File: src/rtl/tff_down_counter.sv
// ---------------------------------------------------------------------------
// tff_down_counter
//
// Synchronous loadable down-counter / timer. A start value is loaded and
// counted down to zero on enabled clocks. Terminal count is flagged with a
// one-cycle registered pulse. This is the programmable delay / timeout
// element that sits beside the up-counter in the counter subsystem.
//
// Parameters:
//   WIDTH  counter and load-value width in bits (legal range 2..16)
//
// Ports:
//   C     in   1      clock, all state changes on the rising edge
//   R     in   1      synchronous reset, active-high (beats LD and EN)
//   LD    in   1      load strobe, samples D (beats EN)
//   D     in   WIDTH  load value
//   EN    in   1      count enable, one decrement per enabled edge
//   Q     out  WIDTH  current count (registered)
//   TC    out  1      terminal-count pulse (registered)
//   BUSY  out  1      high while the FSM is in COUNT (registered)
//
// Build option:
//   TFF_DOWN_COUNTER_AUTO_RELOAD_EN
//     undefined : DONE always returns to IDLE on the next edge.
//     defined   : a reload register RLD keeps the last loaded value. From
//                 DONE, an enabled edge reloads Q from RLD and keeps counting
//                 (periodic TC every RLD+1 enabled cycles). If RLD is zero the
//                 enabled edge returns to IDLE instead. With EN low the FSM
//                 waits in DONE.
//
// State table:
//   state    | meaning
//   ---------+-----------------------------------------------------------
//   ST_IDLE  | no count in progress, Q is 0, EN ignored
//   ST_COUNT | counting down, Q holds the remaining enabled cycles (>0)
//   ST_DONE  | Q reached 0 on the previous edge; TC was raised on entry
// ---------------------------------------------------------------------------
module tff_down_counter #(
  parameter int WIDTH = 4
) (
  input  logic             C,
  input  logic             R,
  input  logic             LD,
  input  logic [WIDTH-1:0] D,
  input  logic             EN,
  output logic [WIDTH-1:0] Q,
  output logic             TC,
  output logic             BUSY
);

  typedef enum logic [1:0] {
    ST_IDLE  = 2'd0,
    ST_COUNT = 2'd1,
    ST_DONE  = 2'd2
  } state_t;

  localparam logic [WIDTH-1:0] CNT_ZERO = '0;
  localparam logic [WIDTH-1:0] CNT_ONE  = {{(WIDTH-1){1'b0}}, 1'b1};

  state_t           state_q, state_d;
  logic [WIDTH-1:0] cnt_q,   cnt_d;
  logic             tc_q,    tc_d;
  logic             busy_q,  busy_d;

`ifdef TFF_DOWN_COUNTER_AUTO_RELOAD_EN
  logic [WIDTH-1:0] rld_q,   rld_d;
`endif

  // -------------------------------------------------------------------------
  // Next-state / output logic
  // -------------------------------------------------------------------------
  always_comb begin
    state_d = state_q;
    cnt_d   = cnt_q;
    // TC is a pulse: it only survives one edge unless re-raised below.
    tc_d    = 1'b0;
`ifdef TFF_DOWN_COUNTER_AUTO_RELOAD_EN
    rld_d   = rld_q;
`endif

    if (LD) begin
      // A load is accepted from every state and behaves the same everywhere;
      // a zero load expires immediately instead of entering COUNT.
`ifdef TFF_DOWN_COUNTER_AUTO_RELOAD_EN
      rld_d = D;
`endif
      if (D != CNT_ZERO) begin
        cnt_d   = D;
        state_d = ST_COUNT;
      end else begin
        cnt_d   = CNT_ZERO;
        state_d = ST_DONE;
        tc_d    = 1'b1;
      end
    end else begin
      case (state_q)
        ST_IDLE: begin
          // EN has no effect here; Q stays parked at zero and never wraps.
          state_d = ST_IDLE;
        end

        ST_COUNT: begin
          if (EN) begin
            // Q is never 0 in COUNT, so the decrement cannot underflow.
            if (cnt_q > CNT_ONE) begin
              cnt_d = cnt_q - CNT_ONE;
            end else begin
              cnt_d   = CNT_ZERO;
              state_d = ST_DONE;
              tc_d    = 1'b1;
            end
          end
        end

        ST_DONE: begin
`ifdef TFF_DOWN_COUNTER_AUTO_RELOAD_EN
          if (EN) begin
            if (rld_q != CNT_ZERO) begin
              cnt_d   = rld_q;
              state_d = ST_COUNT;
            end else begin
              state_d = ST_IDLE;
            end
          end
`else
          state_d = ST_IDLE;
`endif
        end

        default: begin
          // Unused encoding: recover to a clean idle.
          state_d = ST_IDLE;
          cnt_d   = CNT_ZERO;
        end
      endcase
    end

    // BUSY is registered from the next state so it lines up with Q.
    busy_d = (state_d == ST_COUNT);
  end

  // -------------------------------------------------------------------------
  // State registers
  // -------------------------------------------------------------------------
  always_ff @(posedge C) begin
    if (R) begin
      state_q <= ST_IDLE;
      cnt_q   <= CNT_ZERO;
      tc_q    <= 1'b0;
      busy_q  <= 1'b0;
    end else begin
      state_q <= state_d;
      cnt_q   <= cnt_d;
      tc_q    <= tc_d;
      busy_q  <= busy_d;
    end
  end

`ifdef TFF_DOWN_COUNTER_AUTO_RELOAD_EN
  always_ff @(posedge C) begin
    if (R) begin
      rld_q <= CNT_ZERO;
    end else begin
      rld_q <= rld_d;
    end
  end
`endif

  assign Q    = cnt_q;
  assign TC   = tc_q;
  assign BUSY = busy_q;

  // A running count is never zero; catching this early points at a broken
  // decrement or load path.
  a_busy_nonzero : assert property (@(posedge C) disable iff (R)
    BUSY |-> (Q != CNT_ZERO));

endmodule
File: config.mk
export PLATFORM = sky130hd
export DESIGN_NAME = tff_down_counter
export DESIGN_NICKNAME = d
export VERILOG_FILES = /design/src/rtl/tff_down_counter.sv
export SDC_FILE = /design/constraint.sdc
export NUM_CORES = 1
export LEC_CHECK = 0
export CAP_MARGIN = 20
export CORE_AREA = 2 2 39 41
export DETAILED_ROUTE_END_ITERATION = 16
export DIE_AREA = 0 0 41 43
export MAX_ROUTING_LAYER = met4
export RECOVER_POWER = 100
export SLEW_MARGIN = 10
export SYNTH_ARGS = -nofsm -noshare
export SYNTH_HDL_FRONTEND = slang
export SYNTH_SLANG_ARGS = --single-unit
File: constraint.sdc
create_clock -name C -period 1.3 [get_ports C]
set_input_delay 0.325 -clock C [delete_from_list [all_inputs] [get_ports C]]
set_output_delay 0.325 -clock C [all_outputs]
set_load 0.005 [all_outputs]
## After elaboration in Yosys (flattened, before gate mapping)

Cells that the tools add are included.

- Input port bits: 8
- Flip-flop bits (word level): 8

- Equal/unequal tests: 5
- Add/subtract/negate cells: 1
- Multiplexer cells: 15
- Reductions and logical operators: 4
- $lt $le $gt $ge: 1

Operators by type and width:

| cell | number |
|---|---|
| $mux 4 | 4 |
| $mux 2 | 5 |
| $pmux 4 s2 | 1 |
| $mux 1 | 5 |
| $eq 2x1->1 const B | 2 |
| $gt 4x1->1 const B | 1 |
| $reduce_bool 4->1 | 1 |
| $sub 4x1->4 const B | 1 |
| $ne 3x3->1 const B | 1 |
| $eq 2x2->1 const B | 1 |
| $logic_not 2->1 | 1 |
| $ne 2x1->1 const B | 1 |
| $reduce_and 2->1 | 1 |
| $reduce_or 2->1 | 1 |

## Depth between registers and ports, before layout

Gate-level depths: netlist of run 1.

- Depth after elaboration: 6
- Gate-level depth with buffers: 5
- Gate-level depth less buffers: 5

## Least setup slack after synthesis of run 1

OpenSTA, ideal clock, no wires.

- Path type: reg2reg
- Start point: reg cnt_q[0], in the netlist Q[0]
- End point: reg cnt_q[3], in the netlist Q[3]
- Stages on the path, launching flop included: 6
- Slack: 0.050 ns
- Data arrival time: 1.176 ns
- Data required time: 1.226 ns
- Path buffers: 0
- Clock period less this slack: 1.250 ns
- Cells stage by stage: dfxtp_1 > inv_1 > ha_1 > nor2_1 > o221ai_1 > a31oi_1

- Longest elaborated chain between the ends: 5
- Elaborated cells on any way between the ends: 6
- Classes of those cells: add/sub: 1; order compare: 1; mux: 4

RTL lines:

| what | RTL line | source |
|---|---|---|
| start: declaration | 61 | `logic [WIDTH-1:0] cnt_q, cnt_d;` |
| start signal: assignment | 153 | `cnt_q <= cnt_d;` |
| $sub 4x1->4 or $gt 4x1->1 (tied branches) | 106, 105 |  |
| $mux 4 * | 105 | `if (cnt_q > CNT_ONE) begin` |
| $mux 4 * | 103 | `if (EN) begin` |
| $pmux 4 s2 * | 96 | `case (state_q)` |
| $mux 4 * | 81 | `if (LD) begin` |

Every way passes the cells marked *; elsewhere a longest branch is shown, timed or not. The select of a mux whose other input is x is not followed.
A chain may end at the register's enable or synchronous reset.

## Worst setup path in the final report of run 1

- Start point: reg cnt_q[2], in the netlist Q[2]
- End point: reg busy_q, in the netlist BUSY

- Longest elaborated chain between the ends: 6

RTL lines:

| what | RTL line | source |
|---|---|---|
| $gt 4x1->1 | 105 |  |
| $mux 2 | 105 |  |
| $mux 2 | 103 |  |
| $mux 2 | 96 |  |
| $mux 2 | 81 |  |
| $eq 2x1->1 | 139 | `busy_d = (state_d == ST_COUNT);` |
| end signal: assignment | 155 | `busy_q <= busy_d;` |
| end: declaration | 63 | `logic busy_q, busy_d;` |

Every way passes these cells.

==> qor.yml, run 1 <==
tightest_slew_ns: 0.257
drc_errors: 0
drt-pass1-iter-count: 2
critical_path.cell_chain: "or2_4 > o311a_1 > o21a_1"
viasPerCell: 5.29
drv_cap: 0
yosysSeqAreaShare: 0.376
placed_cell_area_sq_um: 669
groute.usage.overall: 0.174
dp_cells: 91
crit_path_start_kind: "register"
fin_area_sq_um: 776
fp.dieW_um: 41
synth_cell_type_count: 21
period_share: 0.989
setup_viol: 0
rows: 14
cts_tree: "done"
ant_nets: 0
whs_path_depth: 3
start_util: 0.307
synth_cells: 50
instances_no_fill: 97
fin_util: 0.561
synth_commonest_cells: "dfxtp_1 (8), inv_1 (6), nand2_1 (5), a21oi_1 (4), a31oi_1 (4)"
clkTransAtPathRegs_ns: 0.06
status: "finished, final reports clean"
hp-class: "in -> reg"
die_y_um: 43
gp_congestion: 0.675
cts_buffers: 3
leakagePower_nw: 0.328
yosys.area.top_type_share: 0.376
grt_max_degree: 13
dpl.hpwl_um: 899
hold_viol_final: 0
slowest_stage: "dfxtp_4"
async_reset_ff_frac: 0
wl_per_cell_um: 13.6
layout_min_cycle_time_ns: 1.29
htreeDepth: 1
path_class: "reg -> reg"
nFillCells: 133
synth_flop_cell: "dfxtp_1"
synth_top_cells_by_area: "dfxtp_1 (38%), a31oi_1 (5.9%), ha_1 (5.9%)"
worstSetupEndpointType: "register"
relSlewSlack: 0.827
yosysWarningCount: 0
drive_gt1_frac: 0.407
critPathMaxStageDelay_ns: 0.36
seq_area_sq_um: 171
fin_skew_ns: 0.0114
synthToLayoutAreaGrowth_pct: 82.4
rsz0062_at_grt: "true"
ir_drop_v: 0.000570
nets: 93
ys_ff_latch: 8
routed_wl_um: 1320
timing.setup.tns_ns: 0
die_area_sq_um: 1760
yosysMostFrequentCell: "dfxtp_1"
grt_pass1_vias: 458
cp_max_fo: 6
syn_area_per_cell_sq_um: 8.51
critPathRequiredTime_ns: 1.45
grt_first_pass_wirelength_um: 1930
mappedNetlistArea_sq_um: 425
r2r_cells: 3
core_sq_um: 1380
antenna_found_initial: 0
synth_edf_count: 0
io_pins: 14
clock_latency_ns: 0.26
drtIter0Drc: 12
cts-root-buf: "clkbuf_4"
p_per_area_nw_per_um2: 842
antenna_cells: 0
synth_area_leader_cell: "dfxtp_1"
cts_num_sinks: 8
cts_buffer_depth: 2
num_vias: 513
io_buffers: 13
syn_nets: 60
grt_remaining_overflow: 0
max_freq_ghz: 0.778
multi_input_area_sq_um: 297
slew_viol_final: 0
worstPathArrival_ns: 1.43
[worst max-delay path: cells and delay by family (launching register included)]
| family | cells | cell delay, ns |
|---|---|---|
| DFF | 1 | 0.36 |
| and+or+nand+nor | 1 | 0.27 |
| AOI/OAI and AO/OA | 2 | 0.53 |
[registers in the layout, summed over array words and instances (netlist names)]
name     count
TC           1
BUSY         1
Q            4
state_q      2
[stage by stage]
| stage | hold WS (ns) | total power [W] | worst slack [ns] |
|---|---|---|---|
| final | 0.597 | 0.000653 | 0.0146 |
| after global routing | 0.623 | 0.000685 | -0.00779 |
| after CTS | 0.587 | 0.000641 | -0.0136 |
| after detailed placement | 0.621 | 0.000431 | -0.320 |
| after global placement | 0.603 | 0.000429 | -0.293 |
| after floorplan | 0.394 | 0.000331 | 0.0501 |
[cell type report]
class	count	share of cell area
inverter	6	0.0323
multi-input combinational	35	0.382
clock buffer	3	0.0290
tap	16	0.0258
timing repair buffer	29	0.310
sequential	8	0.221
[power by group]
| part | leakage [nW] | total [W] | internal (W) | switching (W) |
|---|---|---|---|---|
| clock network | 0.0138 | 0.000196 | 0.000106 | 0.0000900 |
| logic | 0.247 | 0.000184 | 0.000107 | 0.0000766 |
| registers | 0.0679 | 0.000274 | 0.000258 | 0.0000156 |
| total | 0.328 | 0.000653 | 0.000471 | 0.000182 |
[per-layer routing]
metal,vias up,GRT usage,routed length (um)
met4,0,0.0800,14
met5,-,-,0
li1,250,-,-
met1,248,0.181,541
met3,4,0.0785,59
met2,11,0.269,704
[logic make-up after synthesis]
kind of cell    count (synthesis)  share of synthesized area
compound gates                 17                      0.265
simple gates                   16                      0.238
flops                           8                      0.376
buf+inv                         7                     0.0618
fa+ha+maj                       2                     0.0588
[placed cells by master, fill, tap and decap left out, types with 2 or more instances in the layout]
cell type	n
ha_4	2
nand3b_1	3
dfxtp_4	3
o21a_1	2
o211ai_1	2
a21oi_1	3
dfxtp_1	5
buf_4	15
inv_1	4
dlygate4sd2_1	7
nor4_2	2
nand2_1	5
clkdlybuf4s50_1	5
clkbuf_4	3
a31oi_1	4
[what timing repair did]
item                       CTS  global route
cloned                       0             0
setup buffers                3             2
setup endpoints to repair   11             6
pin swaps                    4             8
gates resized for setup     26             6
hold buffers                 0             0
[final timing paths]
| path | from | to | slack, ns |
|---|---|---|---|
| max | Q[2] | BUSY | 0.01 |
| min | LD | state_q[0] | 0.60 |
| max reg2reg | Q[2] | BUSY | 0.01 |
| min reg2reg | Q[2] | Q[2] | 0.61 |
Note: power is estimated with default switching activity, not from simulation.
==> run 2: changes to the inputs <==
--- a/config.mk
+++ b/config.mk
@@ -11,6 +11,7 @@
 export DIE_AREA = 0 0 41 43
 export MAX_ROUTING_LAYER = met4
 export RECOVER_POWER = 100
+export SKIP_CTS_REPAIR_TIMING = 1
 export SLEW_MARGIN = 10
 export SYNTH_ARGS = -nofsm -noshare
 export SYNTH_HDL_FRONTEND = slang
==> run 2 against run 1 <==
  * Sequential share of layout area shrank 0.22 points
  * Design area shrank 0.48%
  * Clock skew grew 0.0018 ns
  * Register-to-register slack is essentially flat
  * Worst setup slack got worse by 0.0024 ns
  * Hold slack got worse by 0.11 ns
  * Largest power group unchanged
==> qor.yml, run 2 (synthesis gave the netlist of run 1 again) <==
wl_met3_um: 98  # +66%
setup_viol: 0  # unchanged
fin_area_sq_um: 772  # -0.48%
final_cell_mix: "buf_4 (13), dlymetal6s2s_1 (6), dfxtp_1 (5), nand2_1 (5), clkdlybuf4s50_1 (5)"
ant_nets: 0  # unchanged
grt_pass1_vias: 421  # -8.1%
critPathRequiredTime_ns: 1.44  # about the same
cts_buffer_depth: 2  # unchanged
max_freq_ghz: 0.777  # -0.19%
crit_path_start_kind: "register"
wl_per_cell_um: 13.2  # -3.1%
rsz0062_at_grt: "true"
layout_min_cycle_time_ns: 1.29  # +0.00240 ns
highest_layer: "met4"
dpl.hpwl_um: 899  # unchanged
crit_buf_inv: 1  # +1
internal_power_w: 0.000466  # -1.2%
htreeDepth: 1  # unchanged
drtIter0Drc: 14  # +2
p_per_area_nw_per_um2: 826  # -2.0%
tightest_slew_ns: 0.251  # -0.00626 ns
seqPwrFrac: 0.430  # +0.011
antenna_cells: 0  # unchanged
fin_util: 0.558  # -0.00271
ir_drop_v: 0.000570  # about the same
drt-pass1-iter-count: 4  # +2
path_class: "reg -> reg"
setup_ws_ns: 0.0122  # -0.00240 ns
r2r-start: "Q[0]"
synthToLayoutAreaGrowth_pct: 81.5
seq_area_sq_um: 169  # -1.5%
p_total_w: 0.000637  # -2.5%
slew_viol_final: 0  # unchanged
clock_latency_ns: 0.26  # about the same
leakagePower_nw: 0.371  # +13%
p_clk_frac: 0.303  # +0.003
min_from: "LD"
placed_cell_area_sq_um: 669  # unchanged
die_y_um: 43  # unchanged
sw_frac_of_total: 0.270  # -0.00912
grt_first_pass_wirelength_um: 1750  # -9.3%
drt-met1-wl_um: 488  # -9.8%
largest_reg_flops: 4  # unchanged
grt_max_degree: 13  # unchanged
io_pins: 14  # unchanged
mostFrequentLayoutCell: "buf_4"
drive_gt1_frac: 0.372  # -0.0356
start_util: 0.307  # unchanged
comb_power_share: 0.267  # -0.014
gp_congestion: 0.675  # unchanged
worstSetupEndpointType: "register"
cp_max_fo: 5  # -1
place_ws_ns: -0.320  # unchanged
wl_met2_um: 643  # -8.7%
grt_remaining_overflow: 0  # unchanged
cts_buffers: 3  # unchanged
drc_errors: 0  # unchanged
clkTransAtPathRegs_ns: 0.06  # about the same
groute.usage.overall: 0.161  # -0.0134
fp.dieW_um: 41  # unchanged
relSlewSlack: 0.832  # +0.00421
slowest_stage: "dfxtp_4"
nets: 90  # -3.2%
viasPerCell: 5.31  # +0.38%
rows: 14  # unchanged
num_vias: 499  # -2.7%
cpLargestDelayFamily: "compound AO/OA/AOI/OAI gates"
routed_wl_um: 1240  # -6.1%
period_share: 0.991  # +0.00185
hp-class: "in -> reg"
cts-root-buf: "clkbuf_4"
critical_path.cell_chain: "inv_4 > ha_4 > nor2_4 > o311a_1 > o21a_1"
die_area_sq_um: 1760  # unchanged
fin_skew_ns: 0.0132  # +0.00176 ns
nFillCells: 127  # -4.5%
cts_num_sinks: 8  # unchanged
worstSetupStartpoint: "Q[0]"
hold_viol_final: 0  # unchanged
worstPathArrival_ns: 1.43  # about the same
multi_input_area_sq_um: 290  # -2.1%
antenna_found_initial: 0  # unchanged
cts_tree: "done"
io_buffers: 13  # unchanged
core_sq_um: 1380  # unchanged
drv_cap: 0  # unchanged
status: "finished, final reports clean"
critPathMaxStageDelay_ns: 0.37  # about the same
p_switching_w: 0.000172  # -5.6%
-- run 2: changes by cell type in the layout (fill, tap and decap cells not counted), moves of 2 or more --
cell	delta
buf_4	-2
clkdlybuf4s25_1	+2
dlygate4sd2_1	-7
dlymetal6s2s_1	+6
-- run 2: final timing paths --
check | slack (ns) | cells after the start | end
worst max-delay path | 0.01 | 5 | state_q[0]
worst min-delay path | 0.48 | 3 | state_q[0]
worst max register to register | 0.01 | 5 | state_q[0]
worst min register to register | 0.62 | 3 | Q[2]
-- run 2: through the flow --
| stage | TNS (ns) | cells | hold slack, ns |
|---|---|---|---|
| 2_1_floorplan | 0 | 50 | 0.394 |
| 3_3_place_gp | -1.74 | 91 | 0.603 |
| 3_5_place_dp | -1.95 | 91 | 0.621 |
| 4_1_cts | -1.54 | 94 | 0.620 |
| 5_1_grt | -0.0302 | 94 | 0.514 |
| 6_report | 0 | 94 | 0.485 |
-- run 2: area by class of cell --
type | count | area share
multi-input combinational | 35 | 0.376
timing repair buffer | 26 | 0.314
sequential | 8 | 0.219
inverter | 6 | 0.0357
clock buffer | 3 | 0.0292
tap | 16 | 0.0259
-- run 2: tightest hold or removal path, cell delays in order --
cell and delay [ns]:
dlymetal6s2s_1 0.09, buf_4 0.17, o21a_1 0.11
-- run 2: power by group through the flow --
| stage | logic (W) | registers, W | clock network (W) |
|---|---|---|---|
| final | 0.000170 | 0.000274 | 0.000193 |
| after CTS | 0.000153 | 0.000274 | 0.000199 |
| after detailed placement | 0.000152 | 0.000279 | 0 |
| after global placement | 0.000150 | 0.000278 | 0 |
| after floorplan | 0.0000540 | 0.000277 | 0 |
| after global routing | 0.000185 | 0.000276 | 0.000210 |
-- run 2: per-layer routing --
layer  vias to the layer above  track usage
li1                        243            -
met1                       231        0.165
met2                        23        0.244
met3                         2       0.0785
met4                         0       0.0800
met5                         -            -
==> run 3: changes to the inputs <==
--- a/config.mk
+++ b/config.mk
@@ -9,7 +9,9 @@
 export CORE_AREA = 2 2 39 41
 export DETAILED_ROUTE_END_ITERATION = 16
 export DIE_AREA = 0 0 41 43
+export DONT_BUFFER_PORTS = 1
 export MAX_ROUTING_LAYER = met4
+export PLACE_DENSITY = 0.55
 export RECOVER_POWER = 100
 export SKIP_CTS_REPAIR_TIMING = 1
 export SLEW_MARGIN = 10
==> run 3 against run 2 <==
  * Non-clock buffer count down 18
  * Combinational power down 36%
  * Highest routed layer is now met3
  * Largest power group unchanged
  * Worst setup slack better by 0.047 ns
  * Routed wire length down 18%
  * Flip-flop and latch count unchanged
  * First-iteration DRC count down 7.1%
  * Count of clock-buffer cells in the layout unchanged
==> qor.yml, run 3 (synthesis gave the netlist of run 1 again) <==
antenna_cells: 0  # unchanged
instances_no_fill: 76  # -19%
drc_errors: 0  # unchanged
synthToLayoutAreaGrowth_pct: 34.4
period_share: 0.954  # -0.0364
fin_area_sq_um: 572  # -26%
cts_buffers: 3  # unchanged
hp-class: "in -> reg"
antenna_found_initial: 0  # unchanged
routed_wl_um: 1020  # -18%
largest_reg_flops: 4  # unchanged
final_cell_mix: "dfxtp_1 (6), buf_4 (6), nand2_1 (5), inv_1 (4), a31oi_1 (4)"
worstSetupStartpoint: "Q[0]"
seqPwrFrac: 0.473  # +0.043
drtIter0Drc: 13  # -1
drv_cap: 0  # unchanged
cp_max_fo: 5  # unchanged
fin_skew_ns: 0.00359  # -0.00959 ns
sw_frac_of_total: 0.264  # -0.00608
hold_ws_ns: 0.122  # -0.362 ns
clock_latency_ns: 0.26  # about the same
slew_viol_final: 0  # unchanged
io_pins: 14  # unchanged
dp_cells: 72  # -21%
start_util: 0.307  # unchanged
setup_viol: 0  # unchanged
viasPerCell: 5.21  # -1.8%
cts_num_sinks: 8  # unchanged
setup_ws_ns: 0.0596  # +0.0474 ns
critical_path.cell_chain: "inv_4 > ha_4 > nor2_4 > o311a_1 > o21a_1"
grt_remaining_overflow: 0  # unchanged
tightest_slew_ns: 0.400  # +0.149 ns
die_area_sq_um: 1760  # unchanged
place_ws_ns: -0.0507  # +0.269 ns
worstPathArrival_ns: 1.39  # -0.04 ns
nets: 72  # -20%
grt_max_degree: 14  # +1
leakagePower_nw: 0.209  # -44%
slowest_stage: "dfxtp_4"
crit_path_start_kind: "register"
ant_nets: 0  # unchanged
p_clk_frac: 0.338  # +0.035
dpl.hpwl_um: 747  # -17%
critPathRequiredTime_ns: 1.45  # about the same
status: "finished, final reports clean"
die_y_um: 43  # unchanged
layout_min_cycle_time_ns: 1.24  # -0.0474 ns
critPathMaxStageDelay_ns: 0.36  # about the same
gp_congestion: 0.747  # +11%
path_class: "reg -> reg"
cts_buffer_depth: 2  # unchanged
p_switching_w: 0.000151  # -12%
cts-root-buf: "clkbuf_4"
relSlewSlack: 0.731  # -0.101
core_sq_um: 1380  # unchanged
p_total_w: 0.000574  # -9.9%
wl_per_cell_um: 13.4  # +1.4%
num_vias: 396  # -21%
worstSetupEndpointType: "register"
comb_power_share: 0.189  # -0.078
grt_first_pass_wirelength_um: 1620  # -7.5%
min_from: "R"
r2r-start: "Q[0]"
cts_tree: "done"
clkTransAtPathRegs_ns: 0.05  # about the same
htreeDepth: 1  # unchanged
max_freq_ghz: 0.806  # +3.8%
grt_pass1_vias: 389  # -7.6%
drive_gt1_frac: 0.333  # -0.0385
hold_viol_final: 0  # unchanged
drt-pass1-iter-count: 4  # unchanged
placed_cell_area_sq_um: 494  # -26%
internal_power_w: 0.000423  # -9.2%
fp.dieW_um: 41  # unchanged
p_per_area_nw_per_um2: 1000  # +22%
rows: 14  # unchanged
ir_drop_v: 0.000545  # -4.4%
groute.usage.overall: 0.147  # -0.0141
io_buffers: 0  # -13
==> run 3: cell types whose count changed in the layout (fill, tap and decap cells not counted), sizes merged <==
cell           before  now
dlymetal6s2s        6    0
clkdlybuf4s25       2    0
clkdlybuf4s50       5    0
buf                13    6
clkbuf              3    5
==> run 3: per-stage QoR <==
stage	utilization	setup TNS, ns
floorplan	-	0
global placement	0.357	0
detailed placement	0.357	-0.135
CTS	0.373	-0.185
global route	0.413	-0.0103
finish	0.413	0
==> run 3: worst max-delay path, delay by kind of cell (launching register included) <==
kind                       cells  cell delay [ns]
buffers and inverters          1             0.06
adders and majority gates      1             0.13
AOI/OAI and AO/OA              2             0.52
and+or+nand+nor                1             0.05
DFF                            1             0.36
==> run 3: power groups by stage <==
stage               Clock [W]  Sequential (W)  Combinational, W
floorplan                   0        0.000277         0.0000540
global placement            0        0.000273         0.0000896
detailed placement          0        0.000273         0.0000893
CTS                  0.000201        0.000268         0.0000896
global route         0.000218        0.000273          0.000126
finish               0.000194        0.000272          0.000109
==> run 3: final timing paths <==
path	cells after the start	to	slack, ns
hold / removal	1	state_q[1]	0.12
setup reg to reg	5	state_q[0]	0.06
hold reg to reg	3	Q[2]	0.64
setup / recovery	5	state_q[0]	0.06
==> run 3: routing by layer <==
metal / vias up / GRT usage / wire (um) / share of wire
met3: 0 / 0.0995 / 90 / 0.089
met2: 18 / 0.197 / 489 / 0.48
met5: - / - / 0 / 0
li1: 207 / - / - / -
met4: 0 / 0.0400 / 0 / 0
met1: 171 / 0.175 / 437 / 0.43
==> run 3: area by class of cell <==
class,count,area (sq um)
multi-input cells,35,284
clock buffers,3,22.5
flip-flops and latches,8,165
fillers,151,812
inverters,6,27.5
repair buffers,8,52.6
well taps,16,20.0
